`config.mk`:
```
export PLATFORM = sky130hd
export DESIGN_NAME = aes_engine_arbiter_flat
export DESIGN_NICKNAME = d
export VERILOG_FILES = /design/src/rtl/aes_engine_arbiter_if.sv /design/src/rtl/aes_engine_arbiter.sv /design/src/flat_wrapper.sv
export SDC_FILE = /design/constraint.sdc
export NUM_CORES = 1
export LEC_CHECK = 0
export CELL_PAD_IN_SITES_DETAIL_PLACEMENT = 1
export CELL_PAD_IN_SITES_GLOBAL_PLACEMENT = 2
export CORE_AREA = 2 2 400 402
export CTS_CLUSTER_DIAMETER = 120
export DETAILED_ROUTE_END_ITERATION = 6
export DIE_AREA = 0 0 402 404
export GPL_TIMING_DRIVEN = 0
export PLACE_DENSITY = 0.47
export SYNTH_ARGS = -nofsm -noshare
export SYNTH_HDL_FRONTEND = slang
export SYNTH_SLANG_ARGS = --single-unit
export TNS_END_PERCENT = 100
```
`constraint.sdc`:
```
create_clock -name clk -period 2 [get_ports clk]
set_input_delay 0.2 -clock clk [delete_from_list [all_inputs] [get_ports clk]]
set_output_delay 0.2 -clock clk [all_outputs]
set_load 0.1 [all_outputs]
```
`src/rtl/aes_engine_arbiter_if.sv`:
```
// Client request/response and cipher-core handshake bundle for aes_engine_arbiter.
// slave = the arbiter, master = the clients plus the core controller.
interface aes_engine_arbiter_if #(parameter int DATA_W = 128);
  logic              req0_valid;
  logic              req0_ready;
  logic [DATA_W-1:0] req0_data;
  logic [DATA_W-1:0] req0_key;
  logic              req0_dec;
  logic              req1_valid;
  logic              req1_ready;
  logic [DATA_W-1:0] req1_data;
  logic [DATA_W-1:0] req1_key;
  logic              req1_dec;
  logic              rsp0_valid;
  logic              rsp0_ready;
  logic              rsp1_valid;
  logic              rsp1_ready;
  logic [DATA_W-1:0] rsp_data;
  logic              rsp_err;
  logic              core_start;
  logic              core_dec;
  logic [DATA_W-1:0] core_data;
  logic [DATA_W-1:0] core_key;
  logic [DATA_W-1:0] core_result;
  logic              core_done;
  logic              busy;

  modport slave (
    input  req0_valid, req0_data, req0_key, req0_dec,
    input  req1_valid, req1_data, req1_key, req1_dec,
    input  rsp0_ready, rsp1_ready, core_result, core_done,
    output req0_ready, req1_ready, rsp0_valid, rsp1_valid, rsp_data, rsp_err,
    output core_start, core_dec, core_data, core_key, busy
  );

  modport master (
    output req0_valid, req0_data, req0_key, req0_dec,
    output req1_valid, req1_data, req1_key, req1_dec,
    output rsp0_ready, rsp1_ready, core_result, core_done,
    input  req0_ready, req1_ready, rsp0_valid, rsp1_valid, rsp_data, rsp_err,
    input  core_start, core_dec, core_data, core_key, busy
  );
endinterface

```
`src/rtl/aes_engine_arbiter.sv`:
```
// Round-robin arbiter sharing one AES core between two clients, one job in flight.
// Optional core watchdog enabled by defining AES_ARB_TIMEOUT_EN.
module aes_engine_arbiter #(
  parameter int DATA_W  = 128,
  parameter int TIMEOUT = 63
) (
  input  logic                 clk,
  input  logic                 reset,
  aes_engine_arbiter_if.slave  bus
);

  typedef enum logic [1:0] {IDLE, ISSUE, WAIT, RESP} state_t;

  state_t            state;
  logic              last_grant;
  logic              grant;
  logic              core_start_q;
  logic              core_dec_q;
  logic [DATA_W-1:0] core_data_q;
  logic [DATA_W-1:0] core_key_q;
  logic [DATA_W-1:0] rsp_data_q;
  logic              rsp_err_q;
  logic              rsp0_valid_q;
  logic              rsp1_valid_q;
  logic              busy_q;
  logic              sel0;
  logic              sel1;
  logic              rsp_ready_g;

`ifdef AES_ARB_TIMEOUT_EN
  localparam int TW = $clog2(TIMEOUT + 1);
  logic [TW-1:0] wait_cnt;
`endif

  // On a tie the port that was not served last wins.
  always_comb begin
    sel0        = bus.req0_valid && (!bus.req1_valid || last_grant);
    sel1        = bus.req1_valid && (!bus.req0_valid || !last_grant);
    rsp_ready_g = grant ? bus.rsp1_ready : bus.rsp0_ready;
  end

  assign bus.req0_ready = (state == IDLE) && sel0;
  assign bus.req1_ready = (state == IDLE) && sel1;
  assign bus.core_start = core_start_q;
  assign bus.core_dec   = core_dec_q;
  assign bus.core_data  = core_data_q;
  assign bus.core_key   = core_key_q;
  assign bus.rsp_data   = rsp_data_q;
  assign bus.rsp_err    = rsp_err_q;
  assign bus.rsp0_valid = rsp0_valid_q;
  assign bus.rsp1_valid = rsp1_valid_q;
  assign bus.busy       = busy_q;

  always_ff @(posedge clk or negedge reset) begin
    if (!reset) begin
      state        <= IDLE;
      last_grant   <= 1'b1;
      grant        <= 1'b0;
      core_start_q <= 1'b0;
      core_dec_q   <= 1'b0;
      core_data_q  <= '0;
      core_key_q   <= '0;
      rsp_data_q   <= '0;
      rsp_err_q    <= 1'b0;
      rsp0_valid_q <= 1'b0;
      rsp1_valid_q <= 1'b0;
      busy_q       <= 1'b0;
`ifdef AES_ARB_TIMEOUT_EN
      wait_cnt     <= '0;
`endif
    end else begin
      case (state)
        IDLE: begin
          if (sel0 || sel1) begin
            core_data_q  <= sel1 ? bus.req1_data : bus.req0_data;
            core_key_q   <= sel1 ? bus.req1_key  : bus.req0_key;
            core_dec_q   <= sel1 ? bus.req1_dec  : bus.req0_dec;
            grant        <= sel1;
            core_start_q <= 1'b1;
            busy_q       <= 1'b1;
            state        <= ISSUE;
          end
        end
        ISSUE: begin
          core_start_q <= 1'b0;
`ifdef AES_ARB_TIMEOUT_EN
          wait_cnt     <= '0;
`endif
          state        <= WAIT;
        end
        // A real done always beats a watchdog expiry in the same cycle.
        WAIT: begin
          if (bus.core_done) begin
            rsp_data_q   <= bus.core_result;
            rsp_err_q    <= 1'b0;
            rsp0_valid_q <= !grant;
            rsp1_valid_q <= grant;
            state        <= RESP;
          end
`ifdef AES_ARB_TIMEOUT_EN
          else if (wait_cnt == TW'(TIMEOUT - 1)) begin
            rsp_data_q   <= '0;
            rsp_err_q    <= 1'b1;
            rsp0_valid_q <= !grant;
            rsp1_valid_q <= grant;
            state        <= RESP;
          end else begin
            wait_cnt     <= wait_cnt + TW'(1);
          end
`endif
        end
        RESP: begin
          if (rsp_ready_g) begin
            last_grant   <= grant;
            rsp0_valid_q <= 1'b0;
            rsp1_valid_q <= 1'b0;
            busy_q       <= 1'b0;
            state        <= IDLE;
          end
        end
        default: state <= IDLE;
      endcase
    end
  end

endmodule

```
`src/flat_wrapper.sv`:
```
// flat-port wrapper written by rule: the top's interface ports become plain ports
module aes_engine_arbiter_flat 
#(
  parameter int DATA_W  = 128,
  parameter int TIMEOUT = 63
)
  (clk, reset, bus_req0_valid, bus_req0_data, bus_req0_key, bus_req0_dec, bus_req1_valid, bus_req1_data, bus_req1_key, bus_req1_dec, bus_rsp0_ready, bus_rsp1_ready, bus_core_result, bus_core_done, bus_req0_ready, bus_req1_ready, bus_rsp0_valid, bus_rsp1_valid, bus_rsp_data, bus_rsp_err, bus_core_start, bus_core_dec, bus_core_data, bus_core_key, bus_busy);
  aes_engine_arbiter_if #(.DATA_W(DATA_W)) bus_i ();
  input  logic clk;
  input  logic reset;
  input wire logic [$bits(bus_i.req0_valid)-1:0] bus_req0_valid;
  input wire logic [$bits(bus_i.req0_data)-1:0] bus_req0_data;
  input wire logic [$bits(bus_i.req0_key)-1:0] bus_req0_key;
  input wire logic [$bits(bus_i.req0_dec)-1:0] bus_req0_dec;
  input wire logic [$bits(bus_i.req1_valid)-1:0] bus_req1_valid;
  input wire logic [$bits(bus_i.req1_data)-1:0] bus_req1_data;
  input wire logic [$bits(bus_i.req1_key)-1:0] bus_req1_key;
  input wire logic [$bits(bus_i.req1_dec)-1:0] bus_req1_dec;
  input wire logic [$bits(bus_i.rsp0_ready)-1:0] bus_rsp0_ready;
  input wire logic [$bits(bus_i.rsp1_ready)-1:0] bus_rsp1_ready;
  input wire logic [$bits(bus_i.core_result)-1:0] bus_core_result;
  input wire logic [$bits(bus_i.core_done)-1:0] bus_core_done;
  output wire logic [$bits(bus_i.req0_ready)-1:0] bus_req0_ready;
  output wire logic [$bits(bus_i.req1_ready)-1:0] bus_req1_ready;
  output wire logic [$bits(bus_i.rsp0_valid)-1:0] bus_rsp0_valid;
  output wire logic [$bits(bus_i.rsp1_valid)-1:0] bus_rsp1_valid;
  output wire logic [$bits(bus_i.rsp_data)-1:0] bus_rsp_data;
  output wire logic [$bits(bus_i.rsp_err)-1:0] bus_rsp_err;
  output wire logic [$bits(bus_i.core_start)-1:0] bus_core_start;
  output wire logic [$bits(bus_i.core_dec)-1:0] bus_core_dec;
  output wire logic [$bits(bus_i.core_data)-1:0] bus_core_data;
  output wire logic [$bits(bus_i.core_key)-1:0] bus_core_key;
  output wire logic [$bits(bus_i.busy)-1:0] bus_busy;
  assign bus_i.req0_valid = bus_req0_valid;
  assign bus_i.req0_data = bus_req0_data;
  assign bus_i.req0_key = bus_req0_key;
  assign bus_i.req0_dec = bus_req0_dec;
  assign bus_i.req1_valid = bus_req1_valid;
  assign bus_i.req1_data = bus_req1_data;
  assign bus_i.req1_key = bus_req1_key;
  assign bus_i.req1_dec = bus_req1_dec;
  assign bus_i.rsp0_ready = bus_rsp0_ready;
  assign bus_i.rsp1_ready = bus_rsp1_ready;
  assign bus_i.core_result = bus_core_result;
  assign bus_i.core_done = bus_core_done;
  assign bus_req0_ready = bus_i.req0_ready;
  assign bus_req1_ready = bus_i.req1_ready;
  assign bus_rsp0_valid = bus_i.rsp0_valid;
  assign bus_rsp1_valid = bus_i.rsp1_valid;
  assign bus_rsp_data = bus_i.rsp_data;
  assign bus_rsp_err = bus_i.rsp_err;
  assign bus_core_start = bus_i.core_start;
  assign bus_core_dec = bus_i.core_dec;
  assign bus_core_data = bus_i.core_data;
  assign bus_core_key = bus_i.core_key;
  assign bus_busy = bus_i.busy;
  aes_engine_arbiter #(.DATA_W(DATA_W), .TIMEOUT(TIMEOUT)) u_core (.clk(clk), .reset(reset), .bus(bus_i));
endmodule
```
==> qor.yml <==
outcome:
  outcome: "finished clean"
layout:
  drive_gt1_share_pct: 29.37
  layout.nets: 3215
  share_of_the_core_filled_with_cells_in_the_final_layout_pct: 21.03
  design_area_um2: 33190
  area_growth_synth_to_finish_pct: 95.17
  fillerInstances: 17940
global_routing:
  grt_antenna_before_repair: 61
  wire_length_of_the_first_global_routing_pass_um: 157700
  maximum_number_of_pins_on_one_net_before_global_route_repair: 98
  grtUsageTotal_pct: 14.16
  grt_pass1_vias: 17653
  grt_remaining_overflow: 0
placement:
  gp_congestion: 0.8046
  io_buffers: 1039
  dpl-instance-area_um2: 30120
  dp_hpwl_um: 97920
  dpl_worst_slack_ns: -1.262
floorplanning:
  chip_width_um: 402
  floorplan.die_area_um2: 162400
  initial_core_util_pct: 10.77
  floorplan.core_area_um2: 157800
  die_height_um: 404
  io_pins: 1041
  rows: 146
yosys:
  seq_area_frac_synth_pct: 57.84
  postSynthNetCount: 2092
  synth.cell_area_um2: 17000
  post_synthesis_cell_count: 1438
  synth_warnings: 0
  number_of_flip_flops_and_latches_in_the_synthesized_netlist: 393
  synth.lib_cells_used.distinct: 26
  syn_avg_cell_area_um2: 11.82
min_path:
  hold_path_class: "primary input to asynchronous set/reset pin"
sta:
  slew_viol_final: 0
  timing.max_slew.rel_slack_pct: 55.24
  number_of_setup_violations_in_the_final_report: 0
  post-route-worst-setup-slack_ns: 0.009400
  timing.fmax_mhz: 502.4
  finalWorstPathRequiredPeriod_ns: 1.991
  rsz_0062_raised_after_global_routing: "yes"
  final_skew_ns: 0.01605
  worst_slew_pin_slew_ns: 0.6745
  finalHoldViolations: 0
  timing.final.crit_share_pct: 99.53
critical_path:
  worstSetupEndpointType: "output pin"
  start_kind: "register"
  crit_fanout: 5
  worst-setup-path-type: "register to output pin"
  arrival_ns: 1.79
  worstPathRequired_ns: 1.80
cts:
  clock_tree.root_cell: "sky130_fd_sc_hd__clkbuf_16"
  cts_buffers: 56
  tritoncts_clock_tree: "yes"
  clkSlewWorstSetupHoldPaths_ns: 0.06
  max-clock-path-buffers: 3
  clock_sinks: 393
  htree_num_levels: 2
  clk-insertion-delay-late_ns: 0.63
detailed_routing:
  totalWireLength_um: 118500
  wl_per_cell_um: 25.22
  detail-route-antenna-nets: 0
  remaining_drc_errors: 0
  routed_vias: 15968
  drt_iter0_markers: 557
  drt_pass1_iterations: 4
  detail_route.vias_per_cell: 3.398
flow_run:
  max_cap_violations: 0
## area by class of cell
cell class / count / area (µm²) / area share, %
antenna: 22 / 55.05 / 0.1659
tap: 2072 / 2592 / 7.812
multi-input combinational: 935 / 6746 / 20.33
buffer: 100 / 915.9 / 2.760
clock buffer: 83 / 1674 / 5.045
inverter: 8 / 30.03 / 0.09048
timing repair buffer: 1067 / 11200 / 33.74
clock inverter: 19 / 141.4 / 0.4260
sequential: 393 / 9836 / 29.64
## flip-flops by register name, summed over array words and instances (netlist names)
signal	flops
u_core.bus.busy	1
u_core.bus.core_start	1
u_core.last_grant	1
u_core.bus.core_key	128
u_core.grant	1
u_core.bus.core_dec	1
u_core.bus.rsp0_valid	1
u_core.bus.rsp_data	128
u_core.bus.rsp1_valid	1
u_core.state	2
u_core.bus.core_data	128
## cell usage after synthesis, drive strengths merged
library cell,number,area [µm²]
dfstp,1,26.28
o21a,1,7.510
mux2i,258,2582
o31ai,2,15.01
nor3b,1,7.510
a31oi,1,6.260
o21ai,258,1291
a21bo,1,10.01
nand2,260,975.9
a21oi,6,30.03
mux2,129,1453
conb,1,3.750
dfrtp,392,9809
nor2b,3,18.77
o22ai,3,18.77
inv,8,30.03
a211oi,1,7.510
nor2,3,11.26
clkbuf,44,165.2
nand3,1,5.000
buf,58,457.9
ha,5,62.56
a2bb2oi,1,8.760
## critical path: stages (launching register included)
cell and delay (ns):
sky130_fd_sc_hd__dfstp_2 0.54, sky130_fd_sc_hd__a21bo_1 0.15, sky130_fd_sc_hd__buf_12 0.14, sky130_fd_sc_hd__buf_16 0.12, sky130_fd_sc_hd__nor2_4 0.04, sky130_fd_sc_hd__buf_12 0.16
## what timing repair did
item	CTS	global route
buffers inserted	7	14
pin swaps	0	2
resized for setup	1307	64
hold endpoints to repair	208	0
setup endpoints to repair	769	176
hold buffers	2	0
gates cloned	0	1
## final timing paths
check                                         startpoint                  endpoint  slack, ns  cells past startpoint
worst min register to register  u_core.bus.core_data[31]  u_core.bus.core_data[31]       0.48                      2
min in group clk                     bus_core_result[41]   u_core.bus.rsp_data[41]       0.17                      2
worst max register to register         u_core.last_grant  u_core.bus.core_data[46]       0.05                      7
worst min-delay path                               reset   u_core.bus.core_key[94]       0.12                      3
worst max-delay path                   u_core.last_grant            bus_req1_ready      0.009                      5
max in group asynchronous                          reset   u_core.bus.rsp_data[10]       0.65                      4
## cell usage in the layout, fill, tap and decap left out, drive strengths merged, types with 2 or more instances in the layout
cell type	instances
a21oi	6
buf	86
clkbuf	135
clkdlybuf4s15	380
clkdlybuf4s50	647
clkinv	13
dfrtp	392
diode	22
ha	5
inv	12
mux2	129
mux2i	258
nand2	260
nor2	3
nor2b	3
o21ai	258
o22ai	3
o31ai	2
## metrics by stage
step	TNS [ns]	hold WS, ns	instances
after floorplan	0	-0.09559	1438
after global placement	-8303.68	0.4645	4549
after detailed placement	-260.61	0.07050	4553
after CTS	-0.1948	0.04034	4663
after global routing	-0.3637	0.07819	4686
final	0	0.1198	4699
## per-layer routing
metal | vias to the layer above | routed length (µm) | global-route usage, %
met4 | 40 | 3112 | 4.564
met3 | 196 | 9570 | 5.165
met2 | 621 | 61140 | 25.30
met5 | - | 246 | 0
li1 | 7271 | - | -
met1 | 7840 | 44430 | 15.45
## cell families (layout without fill, tap and decap cells)
group | count (synthesis) | in the layout | synth area share, %
AOI/OAI and AO/OA | 274 | 274 | 8.205
muxes | 387 | 387 | 23.73
DFF | 393 | 393 | 57.84
and+or+nand+nor | 268 | 268 | 5.990
adders and majority gates | 5 | 5 | 0.3679
buffers and inverters | 110 | 1277 | 3.841
other | 1 | 23 | 0.02205
Power is not shown: default switching activity piles up to over one toggle a cycle in this logic, so the estimate is an artifact.
